`src/rtl/spi_cfg_controller.sv`:
```
// SPI write-frame sequencer: buffers (addr, data) requests in a FIFO and sends each
// as a 16-bit mode-0 frame {1'b1, addr, data}, MSB first, with registered SPI outputs.
module spi_cfg_controller #(
  parameter int unsigned CLK_DIV    = 4,
  parameter int unsigned FIFO_DEPTH = 4,
  parameter int unsigned GAP_CYCLES = 4
) (
  input  logic       clk,
  input  logic       rst,
  input  logic       req_valid,
  output logic       req_ready,
  input  logic [6:0] req_addr,
  input  logic [7:0] req_data,
  output logic       busy,
  output logic       SCLK,
  output logic       nCS,
  output logic       COPI,
  output logic [7:0] frames_sent
);

  localparam int unsigned AW = (FIFO_DEPTH > 1) ? $clog2(FIFO_DEPTH) : 1;
  localparam logic [7:0] DIV_RELOAD = 8'(CLK_DIV - 1);
  localparam logic [7:0] GAP_RELOAD = 8'(GAP_CYCLES - 1);

  typedef enum logic [2:0] {
    IDLE,
    SETUP,
    SHIFT_HI,
    SHIFT_LO,
    HOLD,
    GAP
  } state_t;

  state_t      state_q, state_d;
  logic [7:0]  div_q, div_d;
  logic [15:0] sh_q, sh_d;
  logic [3:0]  bit_q, bit_d;
  logic [7:0]  frames_q, frames_d;
  logic        sclk_q, sclk_d;
  logic        ncs_q, ncs_d;
  logic        copi_q, copi_d;

  logic [AW:0]  wr_ptr_q, wr_ptr_d;
  logic [AW:0]  rd_ptr_q, rd_ptr_d;
  logic [15:0]  mem_q [FIFO_DEPTH];
  logic         fifo_empty, fifo_full;
  logic         push, pop;
  logic [15:0]  rd_word;
  logic         in_frame;

  // Full when the index bits match but the wrap bits differ.
  assign fifo_empty = (wr_ptr_q == rd_ptr_q);
  assign fifo_full  = (wr_ptr_q[AW] != rd_ptr_q[AW]) &&
                      (wr_ptr_q[AW-1:0] == rd_ptr_q[AW-1:0]);
  assign push       = req_valid && !fifo_full;
  assign rd_word    = mem_q[rd_ptr_q[AW-1:0]];

  always_comb begin
    wr_ptr_d = wr_ptr_q + (AW+1)'(push);
    rd_ptr_d = rd_ptr_q + (AW+1)'(pop);
  end

  always_ff @(posedge clk) begin
    if (push) begin
      mem_q[wr_ptr_q[AW-1:0]] <= {1'b1, req_addr, req_data};
    end
  end

  always_ff @(posedge clk or posedge rst) begin
    if (rst) begin
      wr_ptr_q <= '0;
      rd_ptr_q <= '0;
    end else begin
      wr_ptr_q <= wr_ptr_d;
      rd_ptr_q <= rd_ptr_d;
    end
  end

  always_comb begin
    state_d  = state_q;
    div_d    = (div_q == 8'd0) ? 8'd0 : div_q - 8'd1;
    sh_d     = sh_q;
    bit_d    = bit_q;
    frames_d = frames_q;
    pop      = 1'b0;

    unique case (state_q)
      IDLE: begin
        if (!fifo_empty) begin
          pop     = 1'b1;
          sh_d    = rd_word;
          bit_d   = '0;
          div_d   = DIV_RELOAD;
          state_d = SETUP;
        end
      end
      SETUP: begin
        if (div_q == 8'd0) begin
          div_d   = DIV_RELOAD;
          state_d = SHIFT_HI;
        end
      end
      SHIFT_HI: begin
        if (div_q == 8'd0) begin
          div_d = DIV_RELOAD;
          if (bit_q == 4'd15) begin
            state_d = HOLD;
          end else begin
            // Next bit is presented on the SCLK falling edge.
            sh_d    = {sh_q[14:0], 1'b0};
            state_d = SHIFT_LO;
          end
        end
      end
      SHIFT_LO: begin
        if (div_q == 8'd0) begin
          bit_d   = bit_q + 4'd1;
          div_d   = DIV_RELOAD;
          state_d = SHIFT_HI;
        end
      end
      HOLD: begin
        if (div_q == 8'd0) begin
          frames_d = frames_q + 8'd1;
          div_d    = GAP_RELOAD;
          state_d  = GAP;
        end
      end
      GAP: begin
        if (div_q == 8'd0) begin
          div_d = DIV_RELOAD;
          if (!fifo_empty) begin
            pop     = 1'b1;
            sh_d    = rd_word;
            bit_d   = '0;
            state_d = SETUP;
          end else begin
            state_d = IDLE;
          end
        end
      end
      default: begin
        state_d = IDLE;
      end
    endcase

    // SPI pins are decoded from the next state so they leave the flops glitch-free.
    in_frame = (state_d == SETUP) || (state_d == SHIFT_HI) ||
               (state_d == SHIFT_LO) || (state_d == HOLD);
    sclk_d   = (state_d == SHIFT_HI);
    ncs_d    = !in_frame;
    copi_d   = in_frame ? sh_d[15] : 1'b0;
  end

  always_ff @(posedge clk or posedge rst) begin
    if (rst) begin
      state_q  <= IDLE;
      div_q    <= '0;
      sh_q     <= '0;
      bit_q    <= '0;
      frames_q <= '0;
      sclk_q   <= 1'b0;
      ncs_q    <= 1'b1;
      copi_q   <= 1'b0;
    end else begin
      state_q  <= state_d;
      div_q    <= div_d;
      sh_q     <= sh_d;
      bit_q    <= bit_d;
      frames_q <= frames_d;
      sclk_q   <= sclk_d;
      ncs_q    <= ncs_d;
      copi_q   <= copi_d;
    end
  end

  assign req_ready   = !fifo_full;
  assign busy        = (state_q != IDLE) || !fifo_empty;
  assign SCLK        = sclk_q;
  assign nCS         = ncs_q;
  assign COPI        = copi_q;
  assign frames_sent = frames_q;

endmodule

```
`config.mk`:
```
export PLATFORM = sky130hd
export DESIGN_NAME = spi_cfg_controller
export DESIGN_NICKNAME = d
export VERILOG_FILES = /design/src/rtl/spi_cfg_controller.sv
export SDC_FILE = /design/constraint.sdc
export NUM_CORES = 1
export LEC_CHECK = 0
export ABC_AREA = 1
export BUFFER_PORTS_ARGS = -buffer_cell sky130_fd_sc_hd__buf_2
export CORE_MARGIN = 1
export CORE_UTILIZATION = 43
export DETAILED_ROUTE_END_ITERATION = 16
export GPL_TIMING_DRIVEN = 0
export PLACE_DENSITY = 0.61
export SLEW_MARGIN = 10
export SYNTH_ARGS = -nofsm -noshare
export SYNTH_HDL_FRONTEND = slang
export SYNTH_SLANG_ARGS = --single-unit
```
`constraint.sdc`:
```
create_clock -name clk -period 2.7 [get_ports clk]
set_clock_uncertainty 0.1 [all_clocks]
set_input_delay 0.27 -clock clk [delete_from_list [all_inputs] [get_ports clk]]
set_output_delay 0.27 -clock clk [all_outputs]
set_load 0.01 [all_outputs]
```
==> flow_metrics.env <==
export IMPL_p_sw_mw=2.25
export IMPL_worstPathCellList="inv_2 -> nand2_1 -> nand2_2 -> nand3_1 -> nand2_1 -> nor3_2 -> buf_6"
export IMPL_grt_pass1_wl_mm=15.6
export IMPL_worstMarginPinSlew_ps=873
export IMPL_place_area_sq_um=5310
export IMPL_setup_viol=0
export IMPL_p_comb_share_pct=34.5
export IMPL_pin_count=31
export IMPL_cp_depth=7
export IMPL_cts_root_buffer="clkbuf_16"
export IMPL_drc=0
export IMPL_ff2ff_path_depth=7
export IMPL_area_growth_pct=15.4
export IMPL_slowest_stage="nor3_2"
export IMPL_synth_cells=447
export IMPL_die_w_microns=109
export IMPL_fmax_ghz=0.422
export IMPL_cp_top_family="simple AND/OR/NAND/NOR gates"
export IMPL_crit_top_cell="nand2_1"
export IMPL_clk_pin_slew_worst_paths_ps=80
export IMPL_peakVddDrop_uv=687
export IMPL_viasPerCell=5.15
export IMPL_first_pass_iters=4
export IMPL_crit_fanout=10
export IMPL_drt_iter0_drc=188
export IMPL_cts_buffers_inserted=9
export IMPL_start_util_pct=44.6
export IMPL_seq_area_frac_synth_pct=61.3
export IMPL_setup_ws_ps=333
export IMPL_gp_congestion=0.761
export IMPL_worstSetupStartpointType="flop"
export IMPL_fin_util_pct=51.5
export IMPL_antenna_cells=0
export IMPL_max_stage_delay_ps=700
export IMPL_synth_avg_cell_area_sq_um=11.0
export IMPL_grt_pass1_vias=3303
export IMPL_outcome="finished clean"
export IMPL_power_frac_clock_pct=23.9
export IMPL_drv_cap=0
export IMPL_final_area_sq_um=5660
export IMPL_instances_no_fill=639
export IMPL_swShare_pct=37.8
export IMPL_fin_crit_sh_pct=87.7
export IMPL_syn_area_sq_um=4900
export IMPL_drive_gt1_share_pct=21.4
export IMPL_synth_seq_cells=108
export IMPL_yosysUniqueCellTypes=40
export IMPL_crit_arrival_ps=2340
export IMPL_drt_total_wl_mm=9.50
export IMPL_cts_sinks=108
export IMPL_antenna_left=0
export IMPL_power_leakage_nw=2.55
export IMPL_dp_cells=622
export IMPL_clock_latency_ps=350
export IMPL_coreArea_sq_um=11000
export IMPL_seqPwrFrac_pct=41.7
export IMPL_rsz0062_at_grt="no"
export IMPL_grt_max_degree=26
export IMPL_path_buf_inv=2
export IMPL_layout_nets=520
export IMPL_crit_type="reg2reg"
export IMPL_die_area_sq_um=11800
export IMPL_powerDensity_nw_per_um2=1050
export IMPL_dp_final_hpwl_mm=6.86
export IMPL_hold_viol=0
export IMPL_endpoint_kind="flop"
export IMPL_cts_tree="done"
export IMPL_intPower_mw=3.69
export IMPL_maxSlewHeadroom_pct=41.5
export IMPL_place_ws_ps=294
export IMPL_fillCellCount=953
export IMPL_antenna_found_initial=0
export IMPL_worstHoldPathType="in2reg"
export IMPL_cts_setup_buffers=0
export IMPL_grt_ovfl_total=0
export IMPL_yosysWarnings=0
export IMPL_grt_usage_pct=17.7
export IMPL_synth_nets=473
export IMPL_min_period_ps=2370
export IMPL_whs_path_depth=1
export IMPL_h_tree_depth=3
export IMPL_rows=38
export IMPL_fp_dieH_microns=109
export IMPL_drv_slew=0
export IMPL_vias=3291
export IMPL_port_buffers=30
export IMPL_critPathRequiredTime_ps=2670
export IMPL_cts_buffer_depth=2
export IMPL_wire_per_inst_microns=14.9
==> stage by stage <==
stage          TNS, ps  power (mW)  hold WS (ps)
6_report             0        5.94          25.6
5_1_grt              0        6.34          16.2
4_1_cts              0        6.00          14.6
3_5_place_dp         0        4.57           256
3_3_place_gp    -40150        4.45           370
2_1_floorplan        0        3.95           269
==> area by class of cell <==
class	count	area (sq um)	area share [%]
plain buffers	12	68.8	1.22
flip-flops and latches	108	3000	53.1
inverters	40	153	2.70
clock buffers	9	225	3.98
repair buffers	36	225	3.98
clock inverters	7	108	1.90
well taps	140	175	3.10
multi-input cells	287	1700	30.0
==> path summary, 6_finish.rpt <==
kind                                  start  slack [ps]            to
worst min register to register     div_q[0]         390      div_q[0]
worst max-delay path            rd_ptr_q[1]         330  mem_q[0][11]
worst max register to register  rd_ptr_q[1]         330  mem_q[0][11]
min in group asynchronous               rst         400      div_q[7]
max in group asynchronous               rst        1590       sh_q[9]
worst min-delay path            req_addr[5]          30  mem_q[3][13]
==> synthesized netlist by cell type (all sizes together) <==
cell type | instances | area share [%]
a21oi | 22 | 2.2
nor2 | 48 | 5.3
buf | 4 | 0.79
nand3b | 1 | 0.15
dfstp | 1 | 0.54
a32o | 12 | 2.5
o22ai | 2 | 0.26
o21ai | 19 | 1.9
nor4 | 1 | 0.13
nor3 | 9 | 1.6
xor2 | 7 | 1.3
inv | 40 | 3.1
o211a | 1 | 0.20
o22a | 2 | 0.36
or2 | 1 | 0.13
mux2 | 1 | 0.23
a31oi | 1 | 0.13
ha | 8 | 2.0
o31ai | 1 | 0.15
nand2 | 116 | 10
edfxtp | 60 | 37
xnor2 | 5 | 0.89
nand4 | 3 | 0.38
o211ai | 10 | 2.3
dfrtp | 47 | 24
nand3 | 17 | 2.1
clkbuf | 8 | 0.61
==> kinds of logic after synthesis <==
group                    after synthesis  synth area share [%]
XOR/XNOR                              12                  2.14
AO/OA/AOI/OAI                         70                  10.1
flip-flops                           108                  61.3
multiplexers                           1                 0.230
adder cells (fa/ha/maj)                8                  2.04
AND/OR/NAND/NOR                      196                  19.7
buffers and inverters                 52                  4.52
==> routing by layer <==
layer / routed length [microns] / global-route usage (%)
met1: 4180 / 21.4
met2: 4700 / 29.9
met4: 172 / 8.01
met3: 445 / 4.42
met5: 0 / 0
==> power groups by stage <==
stage               sequential, mW  combinational [mW]  clock [mW]
floorplan                     2.45                1.50           0
global placement              2.50                1.95           0
detailed placement            2.50                2.06           0
CTS                           2.47                2.07        1.45
global route                  2.52                2.31        1.50
finish                        2.47                2.05        1.42
==> what timing repair did <==
item                                   4_1_cts  5_1_grt
setup endpoints to repair                    0        0
resized for setup                            0        0
endpoints found under the hold margin       23        0
hold buffers                                 1        0
==> sequential cells by signal, summed over array words and instances, names as in the netlist <==
name and flops:
COPI 1, frames_sent 8, sh_q 16, mem_q 60, bit_q 4, state_q 3, rd_ptr_q 3, div_q 8
wr_ptr_q 3, SCLK 1, nCS 1
==> cells in the final DEF, fill, tap and decap left out, types with 4 or more instances in the layout <==
cell type / synthesis / final
a21oi_1: 22 / 22
a32o_1: 12 / 12
buf_2: 1 / 31
buf_6: 3 / 7
clkbuf_1: 8 / 8
clkbuf_16: 0 / 9
dfrtp_1: 47 / 47
edfxtp_1: 60 / 60
ha_1: 8 / 8
inv_1: 29 / 28
inv_2: 10 / 11
inv_8: 0 / 4
nand2_1: 105 / 105
nand2_2: 6 / 6
nand2_4: 5 / 5
nand3_1: 15 / 15
nor2_1: 38 / 38
nor2_4: 5 / 5
nor3_2: 0 / 4
o211ai_2: 8 / 8
o21ai_0: 10 / 10
o21ai_1: 9 / 9
xnor2_1: 5 / 5
xor2_1: 7 / 7
Power figures use the tool's default switching activity.
